==> src/rtl/uart_rx_if.sv <==
// uart_rx_if: serial line and received-byte bus of the UART receiver.
//   rx    - serial data in, idle high, asynchronous to clk
//   data  - last good received byte
//   rcv   - one-cycle pulse, data has just been loaded
//   ferr  - one-cycle pulse, stop bit was sampled low
//   busy  - a frame is in progress
// master: the receiver; slave: the line driver / byte consumer.
interface uart_rx_if;
    logic       rx;
    logic [7:0] data;
    logic       rcv;
    logic       ferr;
    logic       busy;

    modport master (
        input  rx,
        output data,
        output rcv,
        output ferr,
        output busy
    );

    modport slave (
        output rx,
        input  data,
        input  rcv,
        input  ferr,
        input  busy
    );
endinterface

==> src/rtl/uart_rx.sv <==
// uart_rx: 8N1 asynchronous serial receiver, LSB first, mid-bit sampling.
//   clk  - system clock
//   rstn - synchronous reset, active low
//   bus  - uart_rx_if.master: rx in; data, rcv, ferr, busy out (all registered)
// BAUD is the number of clk cycles per bit period.
module uart_rx #(
    parameter int unsigned BAUD = 104
) (
    input  logic       clk,
    input  logic       rstn,
    uart_rx_if.master  bus
);

    localparam int unsigned CNT_W   = (BAUD > 1) ? $clog2(BAUD) : 1;
    localparam logic [CNT_W-1:0] HALF_M1 = CNT_W'(BAUD / 2 - 1);
    localparam logic [CNT_W-1:0] FULL_M1 = CNT_W'(BAUD - 1);

    typedef enum logic [2:0] {
        IDLE,
        START,
        DATA,
        STOP,
        WAIT_HIGH
    } state_t;

    state_t           state;
    state_t           state_nx;
    logic [1:0]       sync;
    logic             rx_s;
    logic [CNT_W-1:0] cnt;
    logic [CNT_W-1:0] cnt_nx;
    logic [2:0]       idx;
    logic [2:0]       idx_nx;
    logic [7:0]       shreg;
    logic [7:0]       shreg_nx;
    logic [7:0]       data_nx;
    logic             rcv_nx;
    logic             ferr_nx;
    logic             half_evt;
    logic             full_evt;

    assign rx_s     = sync[1];
    assign half_evt = (cnt == HALF_M1);
    assign full_evt = (cnt == FULL_M1);

    // State, timing and output registers; sync flops idle high.
    always_ff @(posedge clk) begin
        if (!rstn) begin
            sync     <= 2'b11;
            state    <= IDLE;
            cnt      <= '0;
            idx      <= '0;
            shreg    <= '0;
            bus.data <= '0;
            bus.rcv  <= 1'b0;
            bus.ferr <= 1'b0;
            bus.busy <= 1'b0;
        end else begin
            sync     <= {sync[0], bus.rx};
            state    <= state_nx;
            cnt      <= cnt_nx;
            idx      <= idx_nx;
            shreg    <= shreg_nx;
            bus.data <= data_nx;
            bus.rcv  <= rcv_nx;
            bus.ferr <= ferr_nx;
            bus.busy <= (state_nx != IDLE);
        end
    end

    // Next-state and next-output logic; the counter restarts on every state entry.
    always_comb begin
        state_nx = state;
        cnt_nx   = cnt + CNT_W'(1);
        idx_nx   = idx;
        shreg_nx = shreg;
        data_nx  = bus.data;
        rcv_nx   = 1'b0;
        ferr_nx  = 1'b0;

        case (state)
            IDLE: begin
                cnt_nx = '0;
                if (!rx_s) begin
                    state_nx = START;
                end
            end
            START: begin
                // A line that is high again at mid start bit was only a glitch.
                if (half_evt) begin
                    cnt_nx = '0;
                    if (!rx_s) begin
                        state_nx = DATA;
                        idx_nx   = '0;
                    end else begin
                        state_nx = IDLE;
                    end
                end
            end
            DATA: begin
                if (full_evt) begin
                    cnt_nx   = '0;
                    shreg_nx = {rx_s, shreg[7:1]};
                    idx_nx   = idx + 3'(1);
                    if (idx == 3'd7) begin
                        state_nx = STOP;
                    end
                end
            end
            STOP: begin
                // Leaving at mid stop bit guarantees the next start edge is seen.
                if (full_evt) begin
                    cnt_nx = '0;
                    if (rx_s) begin
                        data_nx  = shreg;
                        rcv_nx   = 1'b1;
                        state_nx = IDLE;
                    end else begin
                        ferr_nx  = 1'b1;
                        state_nx = WAIT_HIGH;
                    end
                end
            end
            WAIT_HIGH: begin
                // A low line here is a break, not a new start bit.
                if (rx_s) begin
                    cnt_nx   = '0;
                    state_nx = IDLE;
                end
            end
            default: begin
                cnt_nx   = '0;
                state_nx = IDLE;
            end
        endcase
    end

endmodule
==> src/flat_wrapper.sv <==
// flat-port wrapper written by rule: the top's interface ports become plain ports
module uart_rx_flat 
#(
    parameter int unsigned BAUD = 104
)
  (clk, rstn, bus_rx, bus_data, bus_rcv, bus_ferr, bus_busy);
  uart_rx_if bus_i ();
  input  logic clk;
  input  logic rstn;
  input wire logic [$bits(bus_i.rx)-1:0] bus_rx;
  output wire logic [$bits(bus_i.data)-1:0] bus_data;
  output wire logic [$bits(bus_i.rcv)-1:0] bus_rcv;
  output wire logic [$bits(bus_i.ferr)-1:0] bus_ferr;
  output wire logic [$bits(bus_i.busy)-1:0] bus_busy;
  assign bus_i.rx = bus_rx;
  assign bus_data = bus_i.data;
  assign bus_rcv = bus_i.rcv;
  assign bus_ferr = bus_i.ferr;
  assign bus_busy = bus_i.busy;
  uart_rx #(.BAUD(BAUD)) u_core (.clk(clk), .rstn(rstn), .bus(bus_i));
endmodule
==> config.mk <==
export PLATFORM = sky130hd
export DESIGN_NAME = uart_rx_flat
export DESIGN_NICKNAME = d
export VERILOG_FILES = /design/src/rtl/uart_rx_if.sv /design/src/rtl/uart_rx.sv /design/src/flat_wrapper.sv
export SDC_FILE = /design/constraint.sdc
export NUM_CORES = 1
export LEC_CHECK = 0
export ABC_CLOCK_PERIOD_IN_PS = 1650
export BUFFER_PORTS_ARGS = -buffer_cell sky130_fd_sc_hd__buf_4
export CORE_ASPECT_RATIO = 0.7
export CORE_MARGIN = 5
export CORE_UTILIZATION = 57
export DETAILED_ROUTE_END_ITERATION = 6
export GPL_ROUTABILITY_DRIVEN = 0
export PLACE_DENSITY = 0.76
export SLEW_MARGIN = 5
export SYNTH_ARGS = -nofsm -noshare
export SYNTH_HDL_FRONTEND = slang
export SYNTH_SLANG_ARGS = --single-unit
export TNS_END_PERCENT = 100
==> constraint.sdc <==
create_clock -name clk -period 1.65 [get_ports clk]
set_input_delay 0.33 -clock clk [delete_from_list [all_inputs] [get_ports clk]]
set_output_delay 0.33 -clock clk [all_outputs]
set_load 0.01 [all_outputs]
==> out/metrics.yaml <==
detailed_routing:
  drt_wl_total_um: 2890
  dr_total_vias: 1166
  drt_iter0_markers: 107
  first_pass_iters: 4
  via_per_inst: 5.42
  wl_per_cell_um: 13.4
  drc: 0
  detail-route-antenna-nets: 0
sta:
  fin_skew_ps: 6.24
  worstMarginPinSlew_ps: 409
  min_period_over_period_pct: 94.9
  slew_viol_final: 0
  fin_crit_ps: 1570
  fmax_ghz: 0.638
  setup_viol: 0
  hold_viol: 0
  fin_hold_ws_ps: 228
  rsz0062_at_grt: "yes"
  relSlewSlack_pct: 72.7
layout:
  nFillCells: 197
  nNetsFinal: 187
  regArea_um2: 681
  n_antenna_cell: 0
  syn2layout_area_growth_pct: 16.4
  drive_gt1_share_pct: 21.0
  fin_cells: 215
  multiInputGateArea_um2: 764
  final_core_util_pct: 70.1
critical_path:
  cp_max_fo: 6
  critPathSlowestCell: "a2111oi_2"
  timing.rr.end: "u_core.cnt[4]$_SDFF_PN0_"
  r2r_cells: 5
  arrival_ps: 1790
  path_cells: "ha_1 > and4bb_4 > a2111oi_2 > o31ai_4 > nor2_1"
  required_ps: 1880
  rrSetupSlack_ps: 80
  reg2reg_from: "u_core.cnt[0]$_SDFF_PN0_"
  max_stage_delay_ps: 470
  cp-end-kind: "register"
  worstSetupPathType: "register to register"
  critPathLaunchType: "register"
clocking:
  cts_tree: "yes"
  cts_hold_buffers: 0
  cts.sinks: 34
  cts_buffer_depth: 2
  cts_root_buf: "clkbuf_8"
  htree_num_levels: 2
  cts_buffers: 5
  clk_latency_ps: 290
  clkTransAtPathRegs_ps: 60
floorplanning:
  core_area_mm2: 0.00248
  ios: 14
  rows: 15
  start_util_pct: 60.2
  die_area_mm2: 0.00376
  die_y_um: 52.8
  fp.dieW_um: 71.1
hold_path:
  min-delay-start: "bus_rx"
  hold_end: "u_core.sync[0]$_SDFF_PN1_"
  worstHoldPathCells: 2
  hold_class: "input port to register"
power:
  p_per_area_mw_per_mm2: 834
  p_leak_nw: 0.666
  power_switching_mw: 0.321
  irDropWorstVdd_v: 0.000619
  internal_power_mw: 1.13
  pwr-share-clk_pct: 39.1
  netSwitchingFraction_pct: 22.2
  pwr-share-seq_pct: 57.3
  comb_power_share_pct: 3.6
synthesis:
  ys_types: 33
  yosysWarnings: 0
  syn_inst: 163
  ys_seq_elements: 34
  syn_avg_cell_area_um2: 9.15
  syn_area_mm2: 0.00149
  seq_area_frac_synth_pct: 45.6
  synth_fp_nets: 169
global_routing:
  grt-ovfl-total: 0
  antenna_found_initial: 0
  grt_pass1_wl_um: 5000
  grt_pass1_vias: 1085
  grt_usage_pct: 17.6
  grt_max_degree: 26
placed_design:
  port_buffers: 13
  dpl.hpwl_um: 2110
  dp.cells: 208
flow_run:
  drv_cap: 0
status:
  outcome: "finished, final reports clean"
registers in the layout (all words and copies together), names as in the netlist:
register and flops:
u_core.bus.busy 1, u_core.bus.ferr 1, u_core.idx 3, u_core.sync 2, u_core.bus.rcv 1, u_core.shreg 8, u_core.cnt 7, u_core.state 3
u_core.bus.data 8
worst max-delay path by stage:
stage / start / endpoint / cells past startpoint
3_5_place_dp: u_core.cnt[0]$_SDFF_PN0_ / u_core.shreg[0]$_SDFFE_PN0P_ / 5
2_1_floorplan: u_core.cnt[0]$_SDFF_PN0_ / u_core.shreg[7]$_SDFFE_PN0P_ / 7
3_3_place_gp: u_core.cnt[0]$_SDFF_PN0_ / u_core.shreg[5]$_SDFFE_PN0P_ / 5
6_report: u_core.cnt[0]$_SDFF_PN0_ / u_core.cnt[4]$_SDFF_PN0_ / 5
5_1_grt: u_core.cnt[0]$_SDFF_PN0_ / u_core.cnt[6]$_SDFF_PN0_ / 5
4_1_cts: u_core.cnt[0]$_SDFF_PN0_ / u_core.idx[2]$_SDFFE_PN0P_ / 5
cells by family after synthesis:
family / Yosys count / synth area share (%)
compound gates: 25 / 11.7
mux: 11 / 7.38
simple gates: 72 / 25.4
xor+xnor: 5 / 2.94
flops: 34 / 45.6
fa+ha+maj: 3 / 2.52
buf+inv: 13 / 4.36
cell usage after synthesis, drive strengths merged:
library cell	instances	area, um^2
a211oi	1	7.51
o21a	1	7.51
o21ai	11	55.1
o21bai	1	7.51
inv	3	11.3
nor2	19	71.3
and4b	1	11.3
xor2	3	26.3
o31ai	2	20.0
nor2b	1	6.26
o41ai	1	27.5
nor3	4	20.0
clkbuf	3	11.3
a2111oi	1	15.0
or3b	1	8.76
a21oi	7	35.0
and3	4	25.0
and3b	1	8.76
and4bb	1	16.3
nand2b	6	37.5
dfxtp	34	681
and2b	1	10.0
mux2i	11	110
ha	3	37.5
or3	1	6.26
buf	7	42.5
nand3	14	70.1
nand4	1	21.3
nand2	17	66.3
xnor2	2	17.5
power by group through the flow:
stage | clock (mW) | sequential, mW | combinational, mW
after floorplan | 0 | 0.846 | 0.0336
after global placement | 0 | 0.847 | 0.0482
after detailed placement | 0 | 0.847 | 0.0494
after CTS | 0.579 | 0.829 | 0.0499
after global routing | 0.625 | 0.829 | 0.0570
final | 0.566 | 0.829 | 0.0520
metal layers:
metal / GRT usage [%] / vias up / share of wire, %
met5: 0 / - / 0
met1: 21.9 / 540 / 49
li1: - / 594 / -
met4: 7.50 / 0 / 1.3
met2: 27.1 / 27 / 43
met3: 6.90 / 5 / 5.9
area by class of cell:
cell class | count | area share (%)
multi-input combinational | 116 | 44.1
sequential | 34 | 39.2
timing repair buffer | 21 | 9.08
clock buffer | 5 | 3.97
tap | 34 | 2.45
inverter | 3 | 0.649
clock inverter | 2 | 0.577
critical path: cells and delay by family (launching register included):
kind	cells	cell delay (ps)
AO/OA/AOI/OAI	2	620
AND/OR/NAND/NOR	2	350
adder cells (fa/ha/maj)	1	220
flip-flops	1	320
repair_timing:
| action | 4_1_cts | 5_1_grt |
|---|---|---|
| pin swaps | 0 | 2 |
| setup buffers | 0 | 0 |
| setup endpoints to repair | 4 | 11 |
| gates resized for setup | 1 | 3 |
placed cells by master (no fill, tap or decap):
master and n:
a2111oi_2 1, a211oi_1 1, a21oi_1 7, and2b_4 1
and3_1 3, and3_4 1, and3b_1 1, and4b_2 1
and4bb_4 1, buf_4 21, clkbuf_8 5, clkinv_2 2
dfxtp_1 34, ha_1 3, inv_1 3, mux2i_1 11
nand2_1 16, nand2_2 1, nand2b_1 6, nand3_1 14
nand4_4 1, nor2_1 19, nor2b_1 1, nor3_1 3
nor3_2 1, o21a_1 1, o21ai_0 11, o21bai_1 1
o31ai_1 1, o31ai_4 1, o41ai_4 1, or3_1 1
or3b_1 1, xnor2_1 2, xor2_1 3
through the flow:
stage	setup TNS (ps)	worst slack [ps]	power (mW)	instance area, um^2
3_3_place_gp	0	76.4	0.895	1640
6_report	0	83.7	1.45	1740
4_1_cts	0	50.5	1.46	1720
5_1_grt	-5.66	-3.04	1.51	1740
2_1_floorplan	0	105	0.879	1490
3_5_place_dp	-7.73	-7.73	0.897	1640
Power figures use the tool's default switching activity.
